$ cat config.mk
export PLATFORM = sky130hd
export DESIGN_NAME = risc16_fetch_queue
export DESIGN_NICKNAME = d
export VERILOG_FILES = /design/src/rtl/risc16_fetch_queue_pkg.sv /design/src/rtl/risc16_fetch_queue_sync_fifo.sv /design/src/rtl/risc16_fetch_queue.sv
export SDC_FILE = /design/constraint.sdc
export NUM_CORES = 1
export LEC_CHECK = 0
export CAP_MARGIN = 20
export CORE_MARGIN = 5
export CORE_UTILIZATION = 40
export CTS_BUF_LIST = sky130_fd_sc_hd__clkbuf_4 sky130_fd_sc_hd__clkbuf_8
export DETAILED_ROUTE_END_ITERATION = 16
export PLACE_DENSITY = 0.56
export SLEW_MARGIN = 20
export SYNTH_ARGS = -nofsm -noshare
export SYNTH_HDL_FRONTEND = slang
export SYNTH_SLANG_ARGS = --single-unit
$ cat constraint.sdc
create_clock -name clk -period 6.4 [get_ports clk]
set_clock_uncertainty 0.2 [all_clocks]
set_input_delay 0.64 -clock clk [delete_from_list [all_inputs] [get_ports clk]]
set_output_delay 0.64 -clock clk [all_outputs]
set_load 0.05 [all_outputs]
$ cat src/rtl/risc16_fetch_queue_pkg.sv
// Shared widths, fetch entry layout and PC helpers for the RISC16 fetch front end.
package risc16_fetch_queue_pkg;

    localparam int INST_W = 16;
    localparam int PC_W   = 16;

    localparam logic [PC_W-1:0] PC_STEP          = 16'd2;
    localparam logic [PC_W-1:0] DEFAULT_RESET_PC = 16'h0000;

    // One prefetched instruction together with the address it was fetched from.
    typedef struct packed {
        logic [PC_W-1:0]   pc;
        logic [INST_W-1:0] inst;
    } fetch_entry_t;

    localparam int ENTRY_W = $bits(fetch_entry_t);

    // Instructions are halfword aligned; bit 0 of any incoming PC is dropped.
    function automatic logic [PC_W-1:0] align_pc(input logic [PC_W-1:0] pc);
        return {pc[PC_W-1:1], 1'b0};
    endfunction

    // Sequential fetch address; wraps naturally modulo 2^16.
    function automatic logic [PC_W-1:0] next_pc(input logic [PC_W-1:0] pc);
        return pc + PC_STEP;
    endfunction

endpackage

$ cat src/rtl/risc16_fetch_queue_sync_fifo.sv
// Small synchronous FIFO with flush and a registered head, so the consumer
// sees head data and valid straight from flops.
module risc16_sync_fifo #(
    parameter int WIDTH = 32,
    parameter int DEPTH = 4
) (
    input  logic                       clk,
    input  logic                       reset,
    input  logic                       flush,
    input  logic                       push,
    input  logic [WIDTH-1:0]           push_data,
    input  logic                       pop,
    output logic                       head_valid,
    output logic [WIDTH-1:0]           head_data,
    output logic [$clog2(DEPTH+1)-1:0] count
);

    localparam int PTR_W = $clog2(DEPTH);
    localparam int CNT_W = $clog2(DEPTH + 1);

    logic [WIDTH-1:0] mem [DEPTH];
    logic [PTR_W-1:0] rd_ptr;
    logic [PTR_W-1:0] wr_ptr;
    logic [CNT_W-1:0] count_q;

    logic             pop_eff;
    logic             push_eff;
    logic [CNT_W-1:0] count_after_pop;
    logic [CNT_W-1:0] count_nxt;
    logic [PTR_W-1:0] rd_ptr_nxt;
    logic [PTR_W-1:0] wr_ptr_nxt;
    logic [WIDTH-1:0] head_nxt;

    // Next pointers, occupancy and the value the head register will hold.
    always_comb begin
        pop_eff         = pop && (count_q != '0);
        count_after_pop = count_q - CNT_W'(pop_eff);
        push_eff        = push && (count_after_pop < CNT_W'(DEPTH));
        count_nxt       = count_after_pop + CNT_W'(push_eff);
        rd_ptr_nxt      = rd_ptr + PTR_W'(pop_eff);
        wr_ptr_nxt      = wr_ptr + PTR_W'(push_eff);
        head_nxt        = '0;
        if (count_after_pop != '0) begin
            head_nxt = mem[rd_ptr_nxt];
        end else if (push_eff) begin
            // Pushing into an empty queue: the new word goes straight to the head.
            head_nxt = push_data;
        end
    end

    // Pointer, count and head registers; flush empties the queue and wins over push/pop.
    always_ff @(posedge clk) begin
        if (reset || flush) begin
            rd_ptr     <= '0;
            wr_ptr     <= '0;
            count_q    <= '0;
            head_valid <= 1'b0;
            head_data  <= '0;
        end else begin
            rd_ptr     <= rd_ptr_nxt;
            wr_ptr     <= wr_ptr_nxt;
            count_q    <= count_nxt;
            head_valid <= (count_nxt != '0);
            head_data  <= head_nxt;
        end
    end

    // Storage array; contents need no reset because validity lives in count.
    always_ff @(posedge clk) begin
        if (push_eff && !flush && !reset) begin
            mem[wr_ptr] <= push_data;
        end
    end

    assign count = count_q;

endmodule

$ cat src/rtl/risc16_fetch_queue.sv
// Fetch front end: owns the fetch PC, issues reads to the 1-cycle instruction
// memory and buffers returned words with their PCs for the decode stage.
module risc16_fetch_queue
    import risc16_fetch_queue_pkg::*;
#(
    parameter int              DEPTH    = 4,
    parameter logic [PC_W-1:0] RESET_PC = DEFAULT_RESET_PC
) (
    input  logic              clk,
    input  logic              reset,
    output logic              imem_en,
    output logic [PC_W-1:0]   imem_addr,
    input  logic [INST_W-1:0] imem_rdata,
    input  logic              redirect_valid,
    input  logic [PC_W-1:0]   redirect_pc,
    output logic              inst_valid,
    input  logic              inst_ready,
    output logic [INST_W-1:0] inst_data,
    output logic [PC_W-1:0]   inst_pc
);

    localparam int CNT_W = $clog2(DEPTH + 1);

    logic [PC_W-1:0]  fetch_pc;
    logic [PC_W-1:0]  issued_pc;
    logic             inflight;
    logic             kill;
    logic [CNT_W-1:0] fifo_count;
    logic [CNT_W:0]   occupancy;
    logic             issue;
    logic             push;
    fetch_entry_t     push_entry;
    fetch_entry_t     head_entry;
    logic             head_valid;

    // Issue only while a FIFO slot is still free counting the read already in flight.
    always_comb begin
        occupancy  = {1'b0, fifo_count} + (CNT_W + 1)'(inflight);
        issue      = !reset && !redirect_valid && (occupancy < (CNT_W + 1)'(DEPTH));
        push       = inflight && !kill;
        push_entry = '{pc: issued_pc, inst: imem_rdata};
    end

    // Fetch PC and in-flight tracking; redirect restarts the stream at the new PC.
    always_ff @(posedge clk) begin
        if (reset) begin
            fetch_pc  <= RESET_PC;
            issued_pc <= RESET_PC;
            inflight  <= 1'b0;
            kill      <= 1'b0;
        end else if (redirect_valid) begin
            fetch_pc <= align_pc(redirect_pc);
            inflight <= 1'b0;
            // Whatever is still on its way belongs to the old stream.
            kill     <= inflight;
        end else begin
            kill     <= 1'b0;
            inflight <= issue;
            if (issue) begin
                issued_pc <= fetch_pc;
                fetch_pc  <= next_pc(fetch_pc);
            end
        end
    end

    risc16_sync_fifo #(
        .WIDTH (ENTRY_W),
        .DEPTH (DEPTH)
    ) u_fifo (
        .clk        (clk),
        .reset      (reset),
        .flush      (redirect_valid),
        .push       (push),
        .push_data  (push_entry),
        .pop        (inst_ready),
        .head_valid (head_valid),
        .head_data  (head_entry),
        .count      (fifo_count)
    );

    assign imem_en    = issue;
    assign imem_addr  = fetch_pc;
    assign inst_valid = head_valid;
    assign inst_data  = head_entry.inst;
    assign inst_pc    = head_entry.pc;

endmodule

==> results of run 1 <==
==> worst min-delay path, stage by stage (launching register included) <==
cell and delay (ns):
dfxtp_1 0.36, nand2_1 0.07, a21oi_1 0.05
==> through the flow <==
step	power (mW)	worst slack [ns]	cell area [sq um]
after detailed placement	1.66	2.26	8300
after global routing	2.44	2.07	8660
after CTS	2.36	2.25	8660
final	2.34	2.30	8660
after global placement	1.66	2.27	8300
after floorplan	1.56	1.73	7170
==> cell families after synthesis <==
family                   after synthesis  share of synthesized area, %
AND/OR/NAND/NOR                       95                          6.39
XOR/XNOR                              14                          1.71
other                                  1                        0.0523
multiplexers                          31                          9.74
AO/OA/AOI/OAI                         69                          7.23
flip-flops                           195                          71.8
buffers and inverters                 32                          1.89
adder cells (fa/ha/maj)                7                          1.22
==> layer usage <==
| metal | wire length [microns] | vias to the layer above | global-route usage [%] |
|---|---|---|---|
| li1 | - | 1886 | - |
| met1 | 6450 | 1987 | 19.4 |
| met2 | 6750 | 99 | 22.3 |
| met3 | 691 | 11 | 3.56 |
| met4 | 134 | 0 | 5.05 |
| met5 | 0 | - | 0 |
==> report_power, final <==
part,switching (mW),internal (mW)
combinational,0.144,0.101
sequential,0.0223,1.36
clock,0.381,0.329
==> cells in the final DEF (no fill, tap or decap), drive strengths merged, types with 3 or more instances in the layout <==
master / instances
or4: 3
mux4: 31
nand2: 43
a211oi: 9
ha: 7
nand4: 6
and2: 5
clkbuf: 26
clkdlybuf4s50: 82
inv: 7
a31oi: 3
edfxtp: 124
o31ai: 3
xnor2: 9
a22o: 31
nor3: 3
clkinv: 6
xor2: 5
nor4: 5
buf: 10
a311oi: 4
dfxtp: 71
a21oi: 17
nor3b: 3
nor2: 18
==> cells in the mapped netlist, drive strengths merged <==
library cell and n:
dfxtp 71, buf 6, a31oi 3, a31o 1, and3b 1, nor2 18
xnor2 9, nor3 3, nand3 2, a22o 31, o31ai 3, o31a 1
or2 1, nor4 5, inv 7, nand3b 1, a21oi 17, or3 1
a311oi 4, edfxtp 124, and4 1, xor2 5, clkbuf 19, and2 5
or4 3, nand2b 1, nor3b 3, mux4 31, nand4b 1, conb 1
nand4 6, a211oi 9, ha 7, nand2 43
==> cell type report <==
| cell class | count | share of cell area [%] |
|---|---|---|
| flip-flops and latches | 195 | 59.4 |
| multi-input cells | 218 | 22.5 |
| repair buffers | 92 | 10.3 |
| clock buffers | 26 | 3.77 |
| well taps | 229 | 3.31 |
| clock inverters | 6 | 0.347 |
| inverters | 7 | 0.304 |
==> worst paths after layout <==
kind                        to  slack, ns  cells after the start
max                    imem_en       2.30                      7
min reg2reg       issued_pc[7]       0.32                      2
min               issued_pc[7]       0.32                      2
max reg2reg  u_fifo.mem[1][13]       3.18                      7
==> state kept, by name, indices dropped and copies added (netlist names) <==
register,flops
kill,1
u_fifo.head_valid,1
inflight,1
issued_pc,15
u_fifo.wr_ptr,2
imem_addr,15
u_fifo.rd_ptr,2
u_fifo.mem,124
u_fifo.head_data,31
u_fifo.count,3
==> results.cfg, run 1 <==
[clock_network]
clkSinkCount = 195
cts-hold-fix-buffers = 0
numCtsBuffers = 17
clk_path_buf_depth = 2
clockRootBuffer = clkbuf_8
post_cts.resized_instances = 0
clock_latency_ns = 0.44
clock_tree_from_tritoncts = built
clk_pin_slew_ns = 0.09
cts_setup_buffers = 0
cts-htree-levels = 4

[place]
gp_congestion = 0.742
place_hpwl_microns = 8420
numPlacedInstances = 741
io_buffer_count = 82

[sta]
min_period_over_period_pct = 64.0
fin_worst_hold_slack_ns = 0.325
rsz0062_at_grt = no
tightest_slew_ns = 0.813
fin_max_slew_vios = 0
finalHoldViolations = 0
relSlewSlack_pct = 45.8
setup-violations-final = 0
fin_tns_setup_ns = 0
period_needed_ns = 4.10
fmax_mhz = 244

[drt]
first_iter_violations = 194
drcViolationCount = 0
route.final.wire_length_microns = 14000
ant_nets = 0
post_drt_wl_per_cell_microns = 18.1
routed-via-count = 3983
drt-pass1-iter-count = 5
via_per_inst = 5.15

[floorplan]
dieArea_sq_mm = 0.0207
die_x_microns = 144
io-pin-count = 86
floorplan.initialDensity_pct = 40.3
core_sq_mm = 0.0178
placementRows = 49
die_height_microns = 144

[setup_path]
worstSetupPathType = in -> out
setup.worst_path.start = reset
critPathCaptureType = output port
timing.critical_path.max_delay_family = buffers and inverters
cpMaxStageDelayCell = clkdlybuf4s50_1
timing.critical_path.slowest_cell_delay_ns = 0.92
worstPathMaxFanout = 33
critical_path_arrival_ns = 3.26
r2r-start = u_fifo.count[2]
path_cells = clkdlybuf4s50_1, buf_4, nor2_1, nand2_1, buf_4, inv_1, clkdlybuf4s50_1
cp.buffers_inverters = 5
startpoint_type = input port
worst-endpoint-required_ns = 5.56

[logic_synthesis]
synthesis.area_sq_mm = 0.00717
synthCells = 444
yosys-top-cells-area = edfxtp_1 52%, dfxtp_1 20%, mux4_2 9.7%
synth_cell_type_count = 36
synth_seq_area_share_pct = 71.8
synth.ff_latch_count = 195
syn_avg_cell_area_sq_um = 16.1
synthDominantCellAreaShare_pct = 51.9
synth.largest_area_cell = edfxtp_1
yosysWarningCount = 0

[layout]
final_cell_count_no_fill = 773
fin_nets = 574
multiInputGateArea_sq_mm = 0.00195
fraction_of_final_layout_cells_sized_beyond_drive_strength_1_pct = 15.3
final-seq-area_sq_mm = 0.00514
syn_to_final_growth_pct = 20.8
antennaDiodeCount = 0
layout.core_utilization_pct = 48.7
layout.filler_cells = 1549

[global_routing]
first_global_vias = 4175
track_usage_pct = 14.2
grt.overflow.total = 0
grt_first_pass_wirelength_microns = 22400
number_of_antenna_violations_at_the_first_check_in_global_routing = 0
grt_start_max_net_pins = 34

[pwr]
pwrdens_mw_per_mm2 = 270
leakagePower_nw = 2.80
power.ir.vdd_worst_uv = 124

[hold_path]
hold_path.class = reg -> reg
min-delay-start = issued_pc[7]

[status]
outcome = completed

[run]
drv_cap = 0
Note: power is estimated with default switching activity, not from simulation.
==> inputs of run 2 (changes only) <==
==> constraint.sdc (replaced) <==
create_clock -name clk -period 3.8 [get_ports clk]
set_clock_uncertainty 0.2 [all_clocks]
set_input_delay 0.38 -clock clk [delete_from_list [all_inputs] [get_ports clk]]
set_output_delay 0.38 -clock clk [all_outputs]
set_load 0.05 [all_outputs]
==> run 2 against run 1 <==
First-iteration DRC count decreased by 15%. Register-to-register slack got worse by 2.2 ns. Cell count increased by 0.39%.
==> results.cfg, run 2 (synthesis gave the netlist of run 1 again) <==
[sta]
finalHoldViolations = 0
rsz0062_at_grt = no
fin_tns_setup_ns = 0
period_needed_ns = 2.81
min_period_over_period_pct = 73.9
setup-violations-final = 0
relSlewSlack_pct = 44.5
tightest_slew_ns = 0.831
fmax_mhz = 356
fin_max_slew_vios = 0

[layout]
fin_nets = 577
layout.cell_area.non_filler_sq_mm = 0.00879
top_regs = u_fifo.mem x124, u_fifo.head_data x31
antennaDiodeCount = 0
largest_register_ff_count = 124
most-common-layout-cells = 124 x edfxtp_1, 81 x clkdlybuf4s50_1, 71 x dfxtp_1
mostFrequentLayoutCell = edfxtp_1
top_register = u_fifo.mem
syn_to_final_growth_pct = 22.6
fraction_of_final_layout_cells_sized_beyond_drive_strength_1_pct = 15.9

[floorplan]
dieArea_sq_mm = 0.0207
floorplan.initialDensity_pct = 40.3
io-pin-count = 86
die_x_microns = 144
die_height_microns = 144
core_sq_mm = 0.0178
placementRows = 49

[run]
drv_cap = 0

[setup_path]
critical_path_arrival_ns = 2.70
critPathCaptureType = flop
worst-endpoint-required_ns = 3.70
worstPathMaxFanout = 31
startpoint_type = flop
worstSetupPathType = reg -> reg

[clock_network]
numCtsBuffers = 17
clockRootBuffer = clkbuf_8
post_cts.resized_instances = 0
clock_tree_from_tritoncts = built
cts_setup_buffers = 0
cts-hold-fix-buffers = 0
clk_pin_slew_ns = 0.09
clkSinkCount = 195
cts-htree-levels = 4
clock_latency_ns = 0.46
clk_path_buf_depth = 2

[pwr]
pwr-share-seq_pct = 57.1
pwrdens_mw_per_mm2 = 463
p_sw_share_pct = 24.7
netSwitchingPower_mw = 1.01
clkPwrFrac_pct = 32.5
internal-power_mw = 3.07
power.ir.vdd_worst_uv = 219
p_comb_share_pct = 10.4
leakagePower_nw = 2.83

[drt]
route.final.wire_length_microns = 14400
ant_nets = 0
drcViolationCount = 0
via_per_inst = 5.25
drt-pass1-iter-count = 4
first_iter_violations = 164
routed-via-count = 4076
post_drt_wl_per_cell_microns = 18.5

[global_routing]
grt_start_max_net_pins = 33
track_usage_pct = 14.7
number_of_antenna_violations_at_the_first_check_in_global_routing = 0
grt.overflow.total = 0
first_global_vias = 4173
grt_first_pass_wirelength_microns = 22800

[place]
io_buffer_count = 82
gp_congestion = 0.762
dpl_cell_area_sq_mm = 0.00839
place_hpwl_microns = 8720

[status]
outcome = completed

[hold_path]
hold_path.class = in -> reg
run 2: cell types whose count changed in the layout (fill, tap and decap cells not counted), sizes merged:
cell           previous run  this run
clkdlybuf4s50            82        81
buf                      10        14
clkbuf                   26        18
clkinvlp                  0         4
clkinv                    6         5
bufinv                    0         2
inv                       7        10
run 2: per-stage QoR:
step / std cells / util (%) / hold WS, ns / setup slack [ns] / power [mW]
floorplan: 445 / - / 0.275 / -0.753 / 2.63
global placement: 744 / 47.2 / 0.302 / 0.740 / 2.80
detailed placement: 744 / 47.2 / 0.313 / 0.699 / 2.80
CTS: 776 / 49.4 / 0.245 / 0.957 / 4.13
global route: 776 / 49.4 / 0.263 / 0.880 / 4.25
finish: 776 / 49.4 / 0.283 / 0.992 / 4.07
run 2: worst max-delay path, cell delays in order, from the launching register on:
cell     delay, ns
dfxtp_1       0.35
o31a_1        0.34
ha_1          0.19
ha_1          0.18
xnor2_1       0.16
buf_4         0.17
and3b_2       0.21
and4_1        0.19
buf_4         0.42
run 2: final cells by class:
class                   count  area, sq um
clock buffers              18          241
clock inverters            14          155
fillers                  1528         8990
inverters                   7         26.3
multi-input cells         218         1950
flip-flops and latches    195         5140
well taps                 229          287
repair buffers             95          991
run 2: worst paths after layout:
check             startpoint           endpoint  slack [ns]  cells after the start
max          u_fifo.count[2]  u_fifo.mem[3][12]        0.99                      8
min           redirect_pc[1]       imem_addr[1]        0.28                      3
max reg2reg  u_fifo.count[2]  u_fifo.mem[3][12]        0.99                      8
min reg2reg    issued_pc[12]      issued_pc[12]        0.32                      2
run 2: power by group through the flow:
| stage | Sequential [mW] | Clock, mW | Combinational, mW |
|---|---|---|---|
| after floorplan | 2.47 | 0 | 0.164 |
| after global placement | 2.37 | 0 | 0.426 |
| after detailed placement | 2.38 | 0 | 0.428 |
| after CTS | 2.33 | 1.37 | 0.430 |
| after global routing | 2.33 | 1.46 | 0.453 |
| final | 2.33 | 1.32 | 0.423 |
run 2: metal layers:
metal / up-vias / GRT usage (%) / wire length (microns) / share of wire [%]
met1: 2046 / 20.0 / 6520 / 45
met2: 117 / 22.8 / 6880 / 48
met4: 0 / 5.65 / 201 / 1.4
met3: 16 / 3.69 / 763 / 5.3
li1: 1897 / - / - / -
met5: - / 0 / 0 / 0
